### config.mk
export PLATFORM = sky130hd
export DESIGN_NAME = mmcm_lock_supervisor
export DESIGN_NICKNAME = d
export VERILOG_FILES = /design/src/rtl/mmcm_lock_supervisor.sv
export SDC_FILE = /design/constraint.sdc
export NUM_CORES = 1
export LEC_CHECK = 0
export ABC_AREA = 1
export CAP_MARGIN = 30
export CORE_MARGIN = 2
export CORE_UTILIZATION = 62
export DETAILED_ROUTE_END_ITERATION = 12
export PLACE_DENSITY = 0.83
export SLEW_MARGIN = 20
export SYNTH_ARGS = -nofsm -noshare
export SYNTH_HDL_FRONTEND = slang
export SYNTH_SLANG_ARGS = --single-unit
export TNS_END_PERCENT = 10
### constraint.sdc
create_clock -name clk40m_i -period 3.7 [get_ports clk40m_i]
set_clock_uncertainty 0.1 [all_clocks]
set_input_delay 0.37 -clock clk40m_i [delete_from_list [all_inputs] [get_ports clk40m_i]]
set_output_delay 0.37 -clock clk40m_i [all_outputs]
set_load 0.005 [all_outputs]
### src/rtl/mmcm_lock_supervisor.sv
// MMCM reset sequencer and lock qualifier in the 40 MHz reference domain.
// Holds downstream logic in reset until lock is stable and retries on timeout or lock loss.
module mmcm_lock_supervisor #(
  parameter int unsigned RST_CYCLES    = 16,
  parameter int unsigned LOCK_TIMEOUT  = 4000,
  parameter int unsigned STABLE_CYCLES = 1024,
  parameter int unsigned MAX_RETRY     = 7,
  parameter int unsigned CNT_W         = 16
) (
  input  logic       clk40m_i,
  input  logic       reset_n,
  input  logic       locked_i,
  input  logic       clear_i,
  output logic       mmcm_reset_o,
  output logic       sys_reset_n_o,
  output logic       ready_o,
  output logic       lock_lost_o,
  output logic       fail_o,
  output logic [7:0] relock_cnt_o
);

  localparam int unsigned RETRY_W = (MAX_RETRY < 1) ? 1 : $clog2(MAX_RETRY + 1);

  localparam logic [CNT_W-1:0]   RST_LAST    = CNT_W'(RST_CYCLES - 1);
  localparam logic [CNT_W-1:0]   TIMEOUT_LAST = CNT_W'(LOCK_TIMEOUT - 1);
  localparam logic [CNT_W-1:0]   STABLE_LAST = CNT_W'(STABLE_CYCLES - 1);
  localparam logic [RETRY_W-1:0] RETRY_MAX   = RETRY_W'(MAX_RETRY);

  typedef enum logic [2:0] {
    ST_RST_MMCM  = 3'd0,
    ST_WAIT_LOCK = 3'd1,
    ST_STABLE    = 3'd2,
    ST_RUN       = 3'd3,
    ST_FAIL      = 3'd4
  } state_e;

  state_e             state_q, state_d;
  logic [CNT_W-1:0]   timer_q, timer_d;
  logic [RETRY_W-1:0] retry_q, retry_d;
  logic               locked_meta_q, locked_s_q;
  logic               lock_loss;
  logic               mmcm_reset_d, sys_reset_n_d, ready_d, lock_lost_d, fail_d;
  logic [7:0]         relock_cnt_d, relock_base;

  // Two-flop synchronizer: the only consumer of the asynchronous LOCKED input.
  always_ff @(posedge clk40m_i or negedge reset_n) begin
    if (!reset_n) begin
      locked_meta_q <= 1'b0;
      locked_s_q    <= 1'b0;
    end else begin
      locked_meta_q <= locked_i;
      locked_s_q    <= locked_meta_q;
    end
  end

  // Next-state, timer and retry bookkeeping.
  always_comb begin
    state_d   = state_q;
    timer_d   = timer_q;
    retry_d   = retry_q;
    lock_loss = 1'b0;
    unique case (state_q)
      ST_RST_MMCM: begin
        if (timer_q == RST_LAST) begin
          state_d = ST_WAIT_LOCK;
          timer_d = '0;
        end else begin
          timer_d = timer_q + CNT_W'(1);
        end
      end
      ST_WAIT_LOCK: begin
        if (locked_s_q) begin
          state_d = ST_STABLE;
          timer_d = '0;
        end else if (timer_q == TIMEOUT_LAST) begin
          timer_d = '0;
          if (retry_q == RETRY_MAX) begin
            state_d = ST_FAIL;
          end else begin
            state_d = ST_RST_MMCM;
            retry_d = retry_q + RETRY_W'(1);
          end
        end else begin
          timer_d = timer_q + CNT_W'(1);
        end
      end
      ST_STABLE: begin
        if (!locked_s_q) begin
          state_d = ST_RST_MMCM;
          timer_d = '0;
        end else if (timer_q == STABLE_LAST) begin
          state_d = ST_RUN;
          timer_d = '0;
          retry_d = '0;
        end else begin
          timer_d = timer_q + CNT_W'(1);
        end
      end
      ST_RUN: begin
        if (!locked_s_q) begin
          state_d   = ST_RST_MMCM;
          timer_d   = '0;
          lock_loss = 1'b1;
        end
      end
      ST_FAIL: begin
        if (clear_i) begin
          state_d = ST_RST_MMCM;
          timer_d = '0;
          retry_d = '0;
        end
      end
      default: begin
        state_d = ST_RST_MMCM;
        timer_d = '0;
      end
    endcase
  end

  // Outputs follow the next state so they line up with the registered state.
  always_comb begin
    mmcm_reset_d  = (state_d == ST_RST_MMCM) || (state_d == ST_FAIL);
    sys_reset_n_d = (state_d == ST_RUN);
    ready_d       = (state_d == ST_RUN);
    fail_d        = (state_d == ST_FAIL);
    // A lock-loss event in the same cycle as clear wins over the clear.
    relock_base   = clear_i ? 8'd0 : relock_cnt_o;
    relock_cnt_d  = relock_base;
    lock_lost_d   = clear_i ? 1'b0 : lock_lost_o;
    if (lock_loss) begin
      lock_lost_d = 1'b1;
      if (relock_base != 8'hFF) begin
        relock_cnt_d = relock_base + 8'd1;
      end
    end
  end

  always_ff @(posedge clk40m_i or negedge reset_n) begin
    if (!reset_n) begin
      state_q       <= ST_RST_MMCM;
      timer_q       <= '0;
      retry_q       <= '0;
      mmcm_reset_o  <= 1'b1;
      sys_reset_n_o <= 1'b0;
      ready_o       <= 1'b0;
      lock_lost_o   <= 1'b0;
      fail_o        <= 1'b0;
      relock_cnt_o  <= 8'd0;
    end else begin
      state_q       <= state_d;
      timer_q       <= timer_d;
      retry_q       <= retry_d;
      mmcm_reset_o  <= mmcm_reset_d;
      sys_reset_n_o <= sys_reset_n_d;
      ready_o       <= ready_d;
      lock_lost_o   <= lock_lost_d;
      fail_o        <= fail_d;
      relock_cnt_o  <= relock_cnt_d;
    end
  end

endmodule

Yosys cells after proc, flatten, opt, wreduce, memory -nomap -nowiden
Index checks and enable logic that the tools add are counted.
{ "op_classes": {"addsub": 3, "n_eq_ne": 18, "muxes": 31, "n_reduce_logical": 7} }
{ "ops": {"columns": ["operator", "count"], "rows": [
  ["two-way mux 16 bit", 7],
  ["one-hot mux 16 bit (5 select lines)", 1],
  ["two-way mux 3 bit", 14],
  ["two-way mux 8 bit", 3],
  ["adder 16 x 1 -> 16 bit (second input constant)", 1],
  ["equality test 16 x 10 -> 1 bit (second input constant)", 1],
  ["equality test 16 x 12 -> 1 bit (second input constant)", 1],
  ["equality test 16 x 4 -> 1 bit (second input constant)", 1],
  ["one-hot mux 3 bit (5 select lines)", 1],
  ["!= test 2 bit (second input constant)", 7],
  ["equality test 3 x 2 -> 1 bit (second input constant)", 3],
  ["equality test 3 bit (second input constant)", 3],
  ["one-hot mux 3 bit (3 select lines)", 1],
  ["adder 8 x 1 -> 8 bit (second input constant)", 1],
  ["!= test 8 bit (second input constant)", 1],
  ["AND reduction 7 bit", 1],
  ["logical NOT 3 bit", 2],
  ["two-way mux 1 bit", 4],
  ["adder 3 x 1 -> 3 bit (second input constant)", 1],
  ["equality test 3 x 1 -> 1 bit (second input constant)", 1],
  ["nonzero test 3 bit", 1],
  ["AND reduction 2 bit", 1],
  ["nonzero test 2 bit", 1],
  ["logical OR 1 bit", 1]
]} }
{ "word_totals": {"regBits": 36, "input_bits": 4, "elab_cells": 69} }

Logic depth before layout (Yosys ltp)
{ "logic_depth": {"word_depth": 7, "depth_mapped": 10, "mapped_depth_nobuf": 10} }

Worst setup path after synthesis
Ideal clock, no wire load.
{ "synth_path": {"path_type": "flip-flop to flip-flop", "startpoint": "register relock_cnt_o[0]", "endpoint": "register relock_cnt_o[7]", "setup_ns": 0.069, "arrival_time_ns": 1.343, "t_required_ns": 3.531, "setup_slack_ns": 2.189, "path_stages_with_launch": 9, "n_path_buf": 0, "period_less_slack_ns": 1.511, "path_cell_list": "dfrtp_1 > inv_1 > nor2_1 > ha_1 > nand3_1 > inv_1 > nand3_1 > or2_1 > nand3_1"} }
{ "synth_via": {"elab_chain_cells": 4, "elab_cells_between_ends": 5, "classes_between": "1 x add/sub; 1 x eq/ne; 3 x mux"} }
{ "synth_lines": {"columns": ["item", "line_no", "rtl"], "rows": [
  ["from (decl)", "19", "output logic [7:0] relock_cnt_o"],
  ["from (signal assigned)", "158", "relock_cnt_o <= relock_cnt_d;"],
  ["two-way mux 8 bit *", "127", "relock_base = clear_i ? 8'd0 : relock_cnt_o;"],
  ["adder 8 x 1 -> 8 bit or != test 8 bit (tied branches)", "133, 132", null],
  ["two-way mux 8 bit *", "132", "if (relock_base != 8'hFF) begin"],
  ["two-way mux 8 bit *", "130", "if (lock_loss) begin"],
  ["named net relock_cnt_d[7]", "43", "logic [7:0] relock_cnt_d, relock_base;"]
]} }
The timed path passes the listed nets; every way through them passes the cells marked *.
A chain may end at the register's enable or synchronous reset.

Worst setup path in the final report
{ "layout_path": {"startpoint": "register state_q[0]", "endpoint": "register timer_q[2]"} }
{ "layout_via": {"elab_chain_cells": 3, "elab_cells_between_ends": 9, "classes_between": "6 x eq/ne; 1 x mux; 2 x reduce/logical"} }
{ "layout_lines": {"columns": ["item", "line_no", "rtl"], "rows": [
  ["from (decl)", "37", "state_e state_q, state_d;"],
  ["from (signal assigned)", "150", "state_q <= state_d;"],
  ["equality test 3 x 2 -> 1 bit or equality test 3 bit (tied branches)", "62", "unique case (state_q)"],
  ["!= test 2 bit (no line)", null, null],
  ["AND reduction 2 bit (no line)", null, null],
  ["to (signal assigned)", "151", "timer_q <= timer_d;"],
  ["to (decl)", "38", "logic [CNT_W-1:0] timer_q, timer_d;"]
]} }
Several ways; a longest one is shown, not always the timed one.

==> summary.txt <==
Run status
  – Status: finished with violations
  – Failing checks: hold timing

Detailed routing
  – Vias: 1869
  – Routed length per placed instance: 12.4 um
  – Vias per inst: 5.36
  – ANT nets after route: 0
  – Drt pass-1 iters: 6
  – DRT Wirelength: 4310 um
  – DR iter-0 viols: 107
  – DRC viols: 0

Synth
  – Syn nets: 289
  – EDFF count, synth: 0
  – Synthesized area per cell: 7.48 um^2
  – Distinct cells, synth: 27
  – Top cells by area, synth: dfrtp_1 42%, nand2_1 14%, nor2_1 8.4%
  – Register area share after synthesis: 42.9%
  – Yosys top cell by area: dfrtp_1
  – Dominant synthesized flop cell: dfrtp_1
  – Share of the synthesized area in the top cell type: 41.7%
  – Synthesized netlist cell count: 281
  – Yosys reg bits: 36
  – Ys async rst share: 100%
  – Synth Cell Area: 0.00210 mm^2
  – Warnings, synthesis: 0

Finish
  – Synthesis-to-finish area growth: 13.7%
  – Layout fillers: 256
  – # diodes: 0
  – Layout cells sized above 1: 9.90%
  – # nets final: 310

STA
  – Final setup violating endpoints: 0
  – Slew @ Worst Pin: 0.772 ns
  – Final setup TNS: 0 ns
  – Fin. Hold Viols: 17
  – Slew headroom: 48.5%
  – F_max: 0.506 GHz
  – Minimum hold slack: -0.0129 ns
  – RSZ-0062 raised after global routing: no
  – Slew Limit Fails: 0
  – Final Cycle Share: 53.4%
  – Tmin final: 1.98 ns
  – Final setup margin: 1.72 ns

Worst setup path
  – Startpoint types: flip-flop
  – Critical-path cell list: nor2_1 -> nand3_2 -> nand2_2 -> inv_1 -> nand2_1 -> xor2_1 -> nor2_1
  – CP delay by family, top: simple AND/OR/NAND/NOR gates
  – Reg2reg setup slack: 1.72 ns
  – Critical Path Stages: 7
  – Worst setup EP type: flip-flop
  – Crit-path most repeated cell: nor2_1
  – Setup crit end: timer_q[2]$_DFFE_PN0P_
  – WP data arrival: 2.11 ns
  – Slowest Stage Delay on Critical Path: 0.46 ns
  – R2r startpoint: state_q[0]$_DFF_PN0_
  – WS Path Type: flip-flop to flip-flop
  – FF-to-FF End: timer_q[2]$_DFFE_PN0P_
  – Crit path max fanout: 13
  – CP bufs+invs: 1
  – CP required: 3.84 ns
  – Slowest-stage cell, CP: dfrtp_1
  – CP startpoint: state_q[0]$_DFF_PN0_
  – Reg2Reg Depth: 7

Placed design
  – IO buf count: 16
  – RD Place Congestion: 0.855
  – DP Worst Slack: 1.41 ns
  – DP HPWL: 3150 um

Clock tree
  – CTS tree: yes
  – Clock Latency Late Sink: 0.34 ns
  – CTS Buf Count: 5
  – CTS Buffer Depth: 2
  – Setup Buffers After CTS: 0
  – CTS resizes: 0
  – Hold-fix buffers at CTS: 0
  – Clock sink count: 36
  – CTS root buffer: clkbuf_4
  – H-tree Lvls: 2
  – Reg clk slew, reported paths: 0.11 ns

Global routing
  – Total GRT Usage: 25.2%
  – Total gr overflow: 0
  – Most Crowded Layer GR: met2
  – Global-route wire length before repair: 7760 um
  – Met3 Resource Use GR: 4.35%
  – Initial antenna violation count: 0
  – Vias in the first global route: 1706
  – Met1 Track Usage GR: 34.2%
  – Largest net degree at the start of global routing: 37
  – Met2 Track Usage GR: 42.0%

Job
  – MaxCap Viol Count: 0

Power
  – Internal: 857 uW
  – Switching power share of the total: 39.1%
  – Peak supply drop: 0.385 mV
  – Combinational share of power: 33.9%
  – Lkg Pwr: 0.00119 uW
  – PwrDens: 588 mW/mm^2
  – Sequential Power Share: 43.7%
  – Clock share of power: 22.4%
  – Net Switching: 549 uW

Min path
  – Min-Delay Path Class: primary input to async pin

Die
  – FP Rows: 21
  – Die Wd: 62.2 um
  – Core area: 0.00328 mm^2
  – Die area: 0.00387 mm^2
  – Initial Util: 64.0%
  – # IOs: 17
  – Die Y-Extent: 62.2 um
[layer usage]
| layer | up-vias | share of wire [%] |
|---|---|---|
| li1 | 923 | - |
| met1 | 888 | 45 |
| met3 | 8 | 4.2 |
| met2 | 50 | 49 |
| met5 | - | 0 |
| met4 | 0 | 1.4 |
[Yosys cell counts (2+ instances only)]
cell     instances
nor2_4           2
nor3_1           4
xnor2_1          4
nor2_1          47
nand3_1         23
nand4_1          9
nor2_2           4
inv_2            4
xor2_1          10
o21ai_0          9
inv_1           30
dfrtp_1         35
ha_1             4
nand2_1         79
nand3_2          2
nand2_2          4
[worst reg2reg max path, delay by kind of cell (launching register included)]
family	cells	cell delay (ns)
xor+xnor	1	0.16
buf+inv	1	0.19
simple gates	5	0.96
flops	1	0.46
[kinds of logic (layout without fill, tap and decap cells)]
| logic type | Yosys count | count (layout) | share of synthesized area (%) |
|---|---|---|---|
| DFF | 36 | 36 | 42.9 |
| AOI/OAI and AO/OA | 12 | 12 | 3.21 |
| xor gates and xnor gates | 14 | 14 | 5.83 |
| buffers and inverters | 37 | 59 | 7.20 |
| and+or+nand+nor | 178 | 178 | 38.5 |
| adders and majority gates | 4 | 4 | 2.38 |
[cells in the final DEF (no fill, tap or decap), types with 2 or more instances in the layout]
cell type	count
nand2_1	79
nor2_1	47
dfrtp_1	35
inv_1	30
nand3_1	23
clkdlybuf4s50_1	15
xor2_1	10
nand4_1	9
o21ai_0	9
clkbuf_4	5
nor2_2	4
inv_2	4
nor3_1	4
xnor2_1	4
nand2_2	4
ha_1	4
nand3_2	2
nor2_4	2
clkbuf_8	2
[power by group through the flow]
| stage | clock, uW | combinational [uW] | sequential, uW |
|---|---|---|---|
| 6_report | 315 | 477 | 614 |
| 5_1_grt | 330 | 549 | 627 |
| 4_1_cts | 317 | 477 | 611 |
| 3_5_place_dp | 0 | 473 | 617 |
| 3_3_place_gp | 0 | 455 | 615 |
| 2_1_floorplan | 0 | 375 | 591 |
[worst min-delay path by stage]
stage	from	to	cells after the start
after CTS	reset_n	timer_q[0]$_DFFE_PN0P_	1
after floorplan	reset_n	fail_o$_DFF_PN0_	0
after detailed placement	locked_meta_q$_DFF_PN0_	locked_s_q$_DFF_PN0_	0
final	reset_n	timer_q[0]$_DFFE_PN0P_	1
after global placement	locked_meta_q$_DFF_PN0_	locked_s_q$_DFF_PN0_	0
after global routing	reset_n	timer_q[14]$_DFFE_PN0P_	1
[through the flow]
step	std cells	total power (uW)	util [%]	instance area, um^2
after floorplan	281	966	-	2100
after global placement	341	1070	69.9	2300
after detailed placement	341	1090	69.9	2300
after CTS	349	1410	72.8	2390
after global routing	349	1510	72.8	2390
final	349	1410	72.8	2390
[area by class of cell]
class / instances / area [um^2] / share of cell area [%]
clock buffer: 7 / 65.1 / 2.72
clock inverter: 1 / 30.0 / 1.26
inverter: 35 / 133 / 5.55
multi-input combinational: 208 / 1050 / 43.9
sequential: 36 / 902 / 37.7
tap: 46 / 57.6 / 2.41
timing repair buffer: 16 / 155 / 6.49
[sequential cells by signal (all words and copies together), names as in the netlist]
name and flops:
timer_q 16, relock_cnt_o 8, retry_q 3, state_q 3
fail_o 1, lock_lost_o 1, locked_meta_q 1, locked_s_q 1
mmcm_reset_o 1, ready_o 1
(Power assumes the default switching activity.)
